$ cat config.mk
export PLATFORM = sky130hd
export DESIGN_NAME = upsample_2x_stream_flat
export DESIGN_NICKNAME = d
export VERILOG_FILES = /design/src/rtl/upsample_2x_stream_if.sv /design/src/rtl/upsample_2x_stream.sv /design/src/flat_wrapper.sv
export SDC_FILE = /design/constraint.sdc
export NUM_CORES = 1
export LEC_CHECK = 0
export ABC_AREA = 0
export BUFFER_PORTS_ARGS = -buffer_cell sky130_fd_sc_hd__buf_2
export CAP_MARGIN = 25
export CORE_MARGIN = 4
export CORE_UTILIZATION = 30
export DETAILED_ROUTE_END_ITERATION = 10
export PLACE_DENSITY = 0.49
export REMOVE_ABC_BUFFERS = 1
export SLEW_MARGIN = 0
export SYNTH_ARGS = -nofsm -noshare
export SYNTH_HDL_FRONTEND = slang
export SYNTH_SLANG_ARGS = --single-unit
$ cat constraint.sdc
create_clock -name clk -period 10.6 [get_ports clk]
set_clock_uncertainty 0.05 [all_clocks]
set_input_delay 0.53 -clock clk [delete_from_list [all_inputs] [get_ports clk]]
set_output_delay 0.53 -clock clk [all_outputs]
set_load 0.005 [all_outputs]
$ cat src/rtl/upsample_2x_stream_if.sv
// Pixel-in / block-out stream bundle for upsample_2x_stream.
// The slave modport is the upsampler's view; master is the producer/consumer side around it.
interface upsample_2x_stream_if #(
  parameter int unsigned LENGTH = 12,
  parameter int unsigned CH     = 1
);
  logic                       s_valid;
  logic                       s_ready;
  logic [CH*LENGTH-1:0]       s_data;
  logic                       m_valid;
  logic                       m_ready;
  logic [4*CH*LENGTH-1:0]     m_data;
  logic                       m_first;
  logic                       m_eol;
  logic                       m_last;

  modport slave (
    input  s_valid, s_data, m_ready,
    output s_ready, m_valid, m_data, m_first, m_eol, m_last
  );

  modport master (
    output s_valid, s_data, m_ready,
    input  s_ready, m_valid, m_data, m_first, m_eol, m_last
  );
endinterface

$ cat src/rtl/upsample_2x_stream.sv
// Streaming 2x bilinear upsampler: one 2x2 output block per input 2x2 window,
// using a single-row line buffer and two previous-column hold registers.
module upsample_2x_stream #(
  parameter int unsigned LENGTH = 12,
  parameter int unsigned FRAC   = 8,
  parameter int unsigned CH     = 1,
  parameter int unsigned MAX_W  = 64
) (
  input  logic                       clk,
  input  logic                       rst,
  input  logic                       start,
  input  logic [$clog2(MAX_W+1)-1:0] cfg_width,
  input  logic [15:0]                cfg_height,
  upsample_2x_stream_if.slave        bus,
  output logic                       busy,
  output logic                       err
);
  localparam int unsigned WW = $clog2(MAX_W+1);
  localparam int unsigned AW = $clog2(MAX_W);
  localparam int unsigned PW = CH*LENGTH;
  localparam int unsigned SW = LENGTH+4;

  // FRAC only documents the sample format; the blend arithmetic never needs it.
  if (FRAC > LENGTH) begin : g_frac_annotation
  end

  typedef enum logic [1:0] {IDLE, FILL, RUN} state_t;

  state_t          state_q, state_d;
  logic [WW-1:0]   width_q, width_d, col_q, col_d;
  logic [15:0]     height_q, height_d, row_q, row_d;
  logic [PW-1:0]   prev_top_q, prev_top_d, prev_cur_q, prev_cur_d;
  logic [4*PW-1:0] m_data_q, m_data_d;
  logic            m_valid_q, m_valid_d, m_first_q, m_first_d;
  logic            m_eol_q, m_eol_d, m_last_q, m_last_d, err_q, err_d;
  logic [PW-1:0]   lbuf_q [MAX_W];
  logic [PW-1:0]   top_rd;
  logic [4*PW-1:0] blk;
  logic            accept, s_ready, col_last, row_last, cfg_ok, lbuf_we;

  // Weights (9,3,3,1)/16 with round-half-up; sums are LENGTH+4 bits signed.
  function automatic logic [LENGTH-1:0] mix(input logic [LENGTH-1:0] p9, p3a, p3b, p1);
    logic signed [SW-1:0] e9, e3a, e3b, e1, sum;
    e9  = {{4{p9[LENGTH-1]}},  p9};
    e3a = {{4{p3a[LENGTH-1]}}, p3a};
    e3b = {{4{p3b[LENGTH-1]}}, p3b};
    e1  = {{4{p1[LENGTH-1]}},  p1};
    sum = (e9 <<< 3) + e9 + (e3a <<< 1) + e3a + (e3b <<< 1) + e3b + e1 + SW'(8);
    sum = sum >>> 4;
    return sum[LENGTH-1:0];
  endfunction

  assign top_rd   = lbuf_q[col_q[AW-1:0]];
  assign s_ready  = (state_q != IDLE) && (!m_valid_q || bus.m_ready);
  assign accept   = bus.s_valid && s_ready;
  assign col_last = (col_q == width_q - WW'(1));
  assign row_last = (row_q == height_q - 16'd1);
  assign cfg_ok   = (cfg_width >= WW'(2)) && (cfg_width <= WW'(MAX_W)) && (cfg_height >= 16'd2);
  assign busy     = (state_q != IDLE) || m_valid_q;
  assign err      = err_q;

  assign bus.s_ready = s_ready;
  assign bus.m_valid = m_valid_q;
  assign bus.m_data  = m_data_q;
  assign bus.m_first = m_first_q;
  assign bus.m_eol   = m_eol_q;
  assign bus.m_last  = m_last_q;

  // Window: a=prev_top_q, b=top_rd, c=prev_cur_q, d=s_data; fields {z,y,x,w}.
  always_comb begin
    logic [LENGTH-1:0] a, b, c, d;
    blk = '0;
    for (int unsigned k = 0; k < CH; k++) begin
      a = prev_top_q[k*LENGTH +: LENGTH];
      b = top_rd[k*LENGTH +: LENGTH];
      c = prev_cur_q[k*LENGTH +: LENGTH];
      d = bus.s_data[k*LENGTH +: LENGTH];
      blk[0*PW + k*LENGTH +: LENGTH] = mix(a, b, c, d);
      blk[1*PW + k*LENGTH +: LENGTH] = mix(b, a, d, c);
      blk[2*PW + k*LENGTH +: LENGTH] = mix(c, a, d, b);
      blk[3*PW + k*LENGTH +: LENGTH] = mix(d, b, c, a);
    end
  end

  always_comb begin
    state_d    = state_q;
    width_d    = width_q;
    height_d   = height_q;
    col_d      = col_q;
    row_d      = row_q;
    prev_top_d = prev_top_q;
    prev_cur_d = prev_cur_q;
    m_valid_d  = m_valid_q && !bus.m_ready;
    m_data_d   = m_data_q;
    m_first_d  = m_first_q;
    m_eol_d    = m_eol_q;
    m_last_d   = m_last_q;
    err_d      = 1'b0;
    lbuf_we    = 1'b0;

    case (state_q)
      IDLE: begin
        if (start && !busy) begin
          if (cfg_ok) begin
            width_d  = cfg_width;
            height_d = cfg_height;
            col_d    = '0;
            row_d    = '0;
            state_d  = FILL;
          end else begin
            err_d = 1'b1;
          end
        end
      end
      FILL:    if (accept && col_last) state_d = RUN;
      RUN:     if (accept && col_last && row_last) state_d = IDLE;
      default: state_d = IDLE;
    endcase

    if (accept) begin
      lbuf_we    = 1'b1;
      prev_top_d = top_rd;
      prev_cur_d = bus.s_data;
      if (col_last) begin
        col_d = '0;
        row_d = row_q + 16'd1;
      end else begin
        col_d = col_q + WW'(1);
      end
      if (state_q == RUN && col_q != '0) begin
        m_valid_d = 1'b1;
        m_data_d  = blk;
        m_first_d = (row_q == 16'd1) && (col_q == WW'(1));
        m_eol_d   = col_last;
        m_last_d  = col_last && row_last;
      end
    end
  end

  always_ff @(posedge clk) begin
    if (rst) begin
      state_q    <= IDLE;
      width_q    <= '0;
      height_q   <= '0;
      col_q      <= '0;
      row_q      <= '0;
      prev_top_q <= '0;
      prev_cur_q <= '0;
      m_valid_q  <= 1'b0;
      m_data_q   <= '0;
      m_first_q  <= 1'b0;
      m_eol_q    <= 1'b0;
      m_last_q   <= 1'b0;
      err_q      <= 1'b0;
    end else begin
      state_q    <= state_d;
      width_q    <= width_d;
      height_q   <= height_d;
      col_q      <= col_d;
      row_q      <= row_d;
      prev_top_q <= prev_top_d;
      prev_cur_q <= prev_cur_d;
      m_valid_q  <= m_valid_d;
      m_data_q   <= m_data_d;
      m_first_q  <= m_first_d;
      m_eol_q    <= m_eol_d;
      m_last_q   <= m_last_d;
      err_q      <= err_d;
    end
  end

  // Read-before-write: the combinational read above sees the previous row's sample.
  always_ff @(posedge clk) begin
    if (lbuf_we) lbuf_q[col_q[AW-1:0]] <= bus.s_data;
  end
endmodule
$ cat src/flat_wrapper.sv
// flat-port wrapper written by rule: the top's interface ports become plain ports
module upsample_2x_stream_flat 
#(
  parameter int unsigned LENGTH = 12,
  parameter int unsigned FRAC   = 8,
  parameter int unsigned CH     = 1,
  parameter int unsigned MAX_W  = 64
)
  (clk, rst, start, cfg_width, cfg_height, busy, err, bus_s_valid, bus_s_data, bus_m_ready, bus_s_ready, bus_m_valid, bus_m_data, bus_m_first, bus_m_eol, bus_m_last);
  upsample_2x_stream_if #(.LENGTH(LENGTH), .CH(CH)) bus_i ();
  input  logic clk;
  input  logic rst;
  input  logic start;
  input  logic [$clog2(MAX_W+1)-1:0] cfg_width;
  input  logic [15:0] cfg_height;
  output logic busy;
  output logic err;
  input wire logic [$bits(bus_i.s_valid)-1:0] bus_s_valid;
  input wire logic [$bits(bus_i.s_data)-1:0] bus_s_data;
  input wire logic [$bits(bus_i.m_ready)-1:0] bus_m_ready;
  output wire logic [$bits(bus_i.s_ready)-1:0] bus_s_ready;
  output wire logic [$bits(bus_i.m_valid)-1:0] bus_m_valid;
  output wire logic [$bits(bus_i.m_data)-1:0] bus_m_data;
  output wire logic [$bits(bus_i.m_first)-1:0] bus_m_first;
  output wire logic [$bits(bus_i.m_eol)-1:0] bus_m_eol;
  output wire logic [$bits(bus_i.m_last)-1:0] bus_m_last;
  assign bus_i.s_valid = bus_s_valid;
  assign bus_i.s_data = bus_s_data;
  assign bus_i.m_ready = bus_m_ready;
  assign bus_s_ready = bus_i.s_ready;
  assign bus_m_valid = bus_i.m_valid;
  assign bus_m_data = bus_i.m_data;
  assign bus_m_first = bus_i.m_first;
  assign bus_m_eol = bus_i.m_eol;
  assign bus_m_last = bus_i.m_last;
  upsample_2x_stream #(.LENGTH(LENGTH), .FRAC(FRAC), .CH(CH), .MAX_W(MAX_W)) u_core (.clk(clk), .rst(rst), .start(start), .cfg_width(cfg_width), .cfg_height(cfg_height), .bus(bus_i), .busy(busy), .err(err));
endmodule
==> results.txt <==
----------------------------------------------------
[Worst setup path]
  Arrival time of data at the critical path endpoint ... 8600 ps
  Maximum fanout count along the critical path ... 35
  Peak per-stage delay on the critical path ... 890 ps
  CP Depth ... 23
  Startpoint types ... flip-flop
  Critical path data required time ... 11090 ps
  Number of buffer and inverter instances along the worst setup path ... 5
  FF-to-FF setup slack ... 2490 ps
  Critical path capture point type ... flip-flop
  Crit-path cells ... buf_12, buf_4, mux4_2, mux4_2, a22o_1, a21oi_1, buf_4, inv_1, fa_1, inv_1, fa_1, xnor2_1, ha_1, a21o_1, fa_1, ha_1, nor2b_1, o31a_1, o41ai_1, o21ai_0, a21oi_1, nor4b_1, nor4_1
  Top cell family by delay on the critical path ... compound AO/OA/AOI/OAI gates
  R2r worst-path depth ... 23
  Library cell contributing the largest single delay on the critical path ... sky130_fd_sc_hd__dfxtp_4
  Worst Path Class, Setup ... flip-flop to flip-flop
  Most common cell type on the critical path ... sky130_fd_sc_hd__fa_1

[Pwr]
  Pwr per Cell Area ... 187.2 nW/um^2
  Static leakage ... 17.68 nW
  Highest ir drop seen on vdd ... 0.0001332 V

[Finish]
  Fraction of layout cells with a size suffix above 1 ... 18.95%
  Count of fill cells added during filler insertion ... 13.77k
  Number of nets in the layout ... 3418
  Final antenna diode count ... 0
  FF+latch area ... 25700 sq um
  Final core area utilization ... 34.78%
  Synth-to-layout area growth ... 14.72%
  Area of the multi-input gates ... 16180 sq um

[Job]
  Number of max-cap violations ... 0

[Synthesis]
  Simple-gate area share of the yosys netlist ... 5.632%
  Synth async-reset ratio ... 0%
  Post-synthesis mux area share ... 11.67%
  Mapped Avg Cell Area ... 15.31 sq um
  Seq cells post-synth ... 899
  Arithmetic-cell share of the synthesized area counting full adders, half adders and majority gates ... 13.15%
  Post-synthesis sequential area ratio ... 58.83%
  Combinational family with the most area after synthesis ... adder cells
  Ys Warns ... 0
  Cell area after synthesis ... 43660 sq um
  Xor/xnor cell area share of the yosys netlist ... 1.777%
  Number of cells produced by synthesis ... 2851
  Library cells used by synthesis ... 73
  Share of the synthesized area in compound gates (AO/OA/AOI/OAI) ... 4.729%
  Most used DFF post-synth ... sky130_fd_sc_hd__edfxtp_1
  Number of flops mapped to enable cells by yosys ... 768

[STA]
  Fin. max-slew vios ... 0
  Unrepaired setup endpoints after global routing ... false
  Final setup vio count ... 0
  Period utilisation layout ... 76.52%
  Worst-margin pin slew ... 1017 ps
  Final Hold Violating Endpoints ... 0
  Final TNS setup ... 0 ps
  Final worst path period need ... 8111 ps
  Maximum achievable frequency ... 123.3 MHz
  Worst rel slew slack ... 32.14%

[CTS]
  Clock-pin slew of the registers on the worst-case setup and hold paths ... 60 ps
  Number of buffers inserted during clock tree synthesis ... 95
  Clock net sink count ... 899
  Worst-Skew Late Latency ... 710 ps
  Resize count post-CTS ... 0
  Buffer count from post-CTS setup fixing ... 0
  Clock buffer depth ... 3
  CTS H-tree depth ... 3
  Root cell of the clock tree ... sky130_fd_sc_hd__clkbuf_16
  TritonCTS clock tree ... yes

[Floorplanning]
  Floorplan core area ... 144000 sq um
  Number of placed I/O pins ... 95
  Floorplan row count ... 139
  Die span in x ... 389.5 um
  Initial Util ... 30.32%
  Die area ... 151700 sq um
  Die extent in y ... 389.5 um

[Global routing]
  GRT Util Overall ... 15.17%
  Pin count of the biggest net entering global routing ... 79
  Vias in the first global route ... 25.51k
  Antenna violations before repair ... 1
  Aggregate global routing overflow ... 0
  Global-route wire length before repair ... 172.0 mm

[Place]
  Count of buffers from port buffering ... 94
  Final HPWL from detailed placement ... 76.59 mm
  Global placement routability congestion ... 0.8014

[Detailed routing]
  Routed via count ... 24.45k
  Violation count after the first detailed-routing iteration ... 1794
  Final antenna-violating net count ... 0
  Via density ... 4.864
  Remaining DRCs ... 0
  Post-Route WL ... 114.9 mm
  Routed wire per std cell ... 22.86 um
  Pre-Repair DR Iteration Count ... 5

[Status]
  Status ... finished, final reports clean

[Worst hold path]
  Worst min-delay path class ... input pin to flip-flop
  Min-Delay Path Depth ... 3

----------------------------------------------------
placed cells by master, fill, tap and decap left out, drive strengths merged, types with 50 or more instances in the layout:
master and count:
o21ai 50, nand2 137, buf 217, dfxtp 131, edfxtp 768, a21oi 109, ha 118, nor2 147
fa 213, xnor2 58, mux4 206, inv 346, clkbuf 117
final timing paths:
kind / start / to
min: cfg_height[12] / u_core.height_q[12]
max: flip-flop / u_core.bus.m_data[23]
max reg2reg: flip-flop / u_core.bus.m_data[23]
min reg2reg: u_core.bus.m_data[42] / u_core.bus.m_data[42]
layout make-up:
type                       instances  share of cell area [%]
timing repair buffer             220                   3.026
clock inverter                    57                   1.104
sequential                       899                   51.31
tap                             1903                   4.754
multi-input combinational       1489                   32.31
clock buffer                     117                   4.932
inverter                         342                   2.563
report_power, final:
group,total [W],internal [W],switching (W)
Clock,0.00326,0.00184,0.00142
Sequential,0.00388,0.00385,0.0000321
Combinational,0.00224,0.000944,0.00129
Total,0.00937,0.00663,0.00274
synthesized netlist by cell type (11+ instances only):
cell type | n | area (sq um)
sky130_fd_sc_hd__a211oi_1 | 21 | 157.7
sky130_fd_sc_hd__a21o_1 | 12 | 90.09
sky130_fd_sc_hd__a21oi_1 | 109 | 545.5
sky130_fd_sc_hd__a22o_1 | 14 | 122.6
sky130_fd_sc_hd__a31oi_1 | 12 | 75.07
sky130_fd_sc_hd__and3_1 | 21 | 131.4
sky130_fd_sc_hd__buf_1 | 12 | 45.04
sky130_fd_sc_hd__buf_2 | 30 | 150.1
sky130_fd_sc_hd__buf_4 | 14 | 105.1
sky130_fd_sc_hd__clkbuf_1 | 63 | 236.5
sky130_fd_sc_hd__dfxtp_1 | 131 | 2623
sky130_fd_sc_hd__edfxtp_1 | 768 | 23060
sky130_fd_sc_hd__fa_1 | 213 | 4264
sky130_fd_sc_hd__ha_1 | 118 | 1476
sky130_fd_sc_hd__inv_1 | 342 | 1284
sky130_fd_sc_hd__mux2i_1 | 41 | 410.4
sky130_fd_sc_hd__mux4_2 | 206 | 4639
sky130_fd_sc_hd__nand2_1 | 137 | 514.2
sky130_fd_sc_hd__nand2b_1 | 17 | 106.4
sky130_fd_sc_hd__nand3_1 | 27 | 135.1
sky130_fd_sc_hd__nor2_1 | 147 | 551.8
sky130_fd_sc_hd__nor2b_1 | 23 | 143.9
sky130_fd_sc_hd__nor3_1 | 19 | 95.09
sky130_fd_sc_hd__nor4_1 | 19 | 118.9
sky130_fd_sc_hd__nor4b_1 | 13 | 113.9
sky130_fd_sc_hd__o21ai_0 | 50 | 250.2
sky130_fd_sc_hd__o22ai_1 | 31 | 193.9
sky130_fd_sc_hd__or4_1 | 11 | 82.58
sky130_fd_sc_hd__xnor2_1 | 58 | 508.0
sky130_fd_sc_hd__xor2_1 | 28 | 245.2
worst reg2reg max path, delay by kind of cell (launching register included):
family,cells,cell delay [ps]
muxes,2,1000
buffers and inverters,5,1070
xor gates and xnor gates,1,160
AOI/OAI and AO/OA,7,2220
and+or+nand+nor,3,520
adders and majority gates,5,2050
DFF,1,890
cells by family after synthesis:
group,count (synthesis)
AOI/OAI and AO/OA,323
xor gates and xnor gates,87
adders and majority gates,331
buffers and inverters,463
DFF,899
muxes,251
and+or+nand+nor,497
flip-flops by register name, indices dropped and copies added, names as in the netlist, 7 cells and up, named ones only:
signal	cells
u_core.bus.m_data	48
u_core.col_q	7
u_core.width_q	7
u_core.height_q	16
u_core.row_q	16
u_core.prev_top_q	12
u_core.prev_cur_q	12
u_core.lbuf_q	768
stage by stage:
step | total power [W] | instances | area, sq um | hold slack (ps) | setup slack [ps]
3_5_place_dp | 0.006217 | 4849 | 47010 | 391.7 | 2362
2_1_floorplan | 0.005592 | 2730 | 43100 | 392.2 | -3061
4_1_cts | 0.009498 | 5026 | 50070 | 1.485 | 2325
3_3_place_gp | 0.006218 | 4846 | 46990 | 385.0 | 2345
5_1_grt | 0.009933 | 5027 | 50080 | 52.19 | 1895
6_report | 0.009373 | 5027 | 50080 | 58.47 | 2489
layer usage:
| metal | GRT usage (%) | vias up | part of all wire [%] |
|---|---|---|---|
| met1 | 21.99 | 12800 | 47 |
| li1 | - | 10920 | - |
| met2 | 23.81 | 622 | 46 |
| met5 | 0 | - | 0 |
| met3 | 2.473 | 112 | 5.2 |
| met4 | 3.795 | 0 | 2.0 |
what timing repair did:
item                                    CTS  global route
hold buffers                              3             0
endpoints found under the hold margin     3             0
endpoints found under the setup margin    0             0
(Power assumes the default switching activity.)
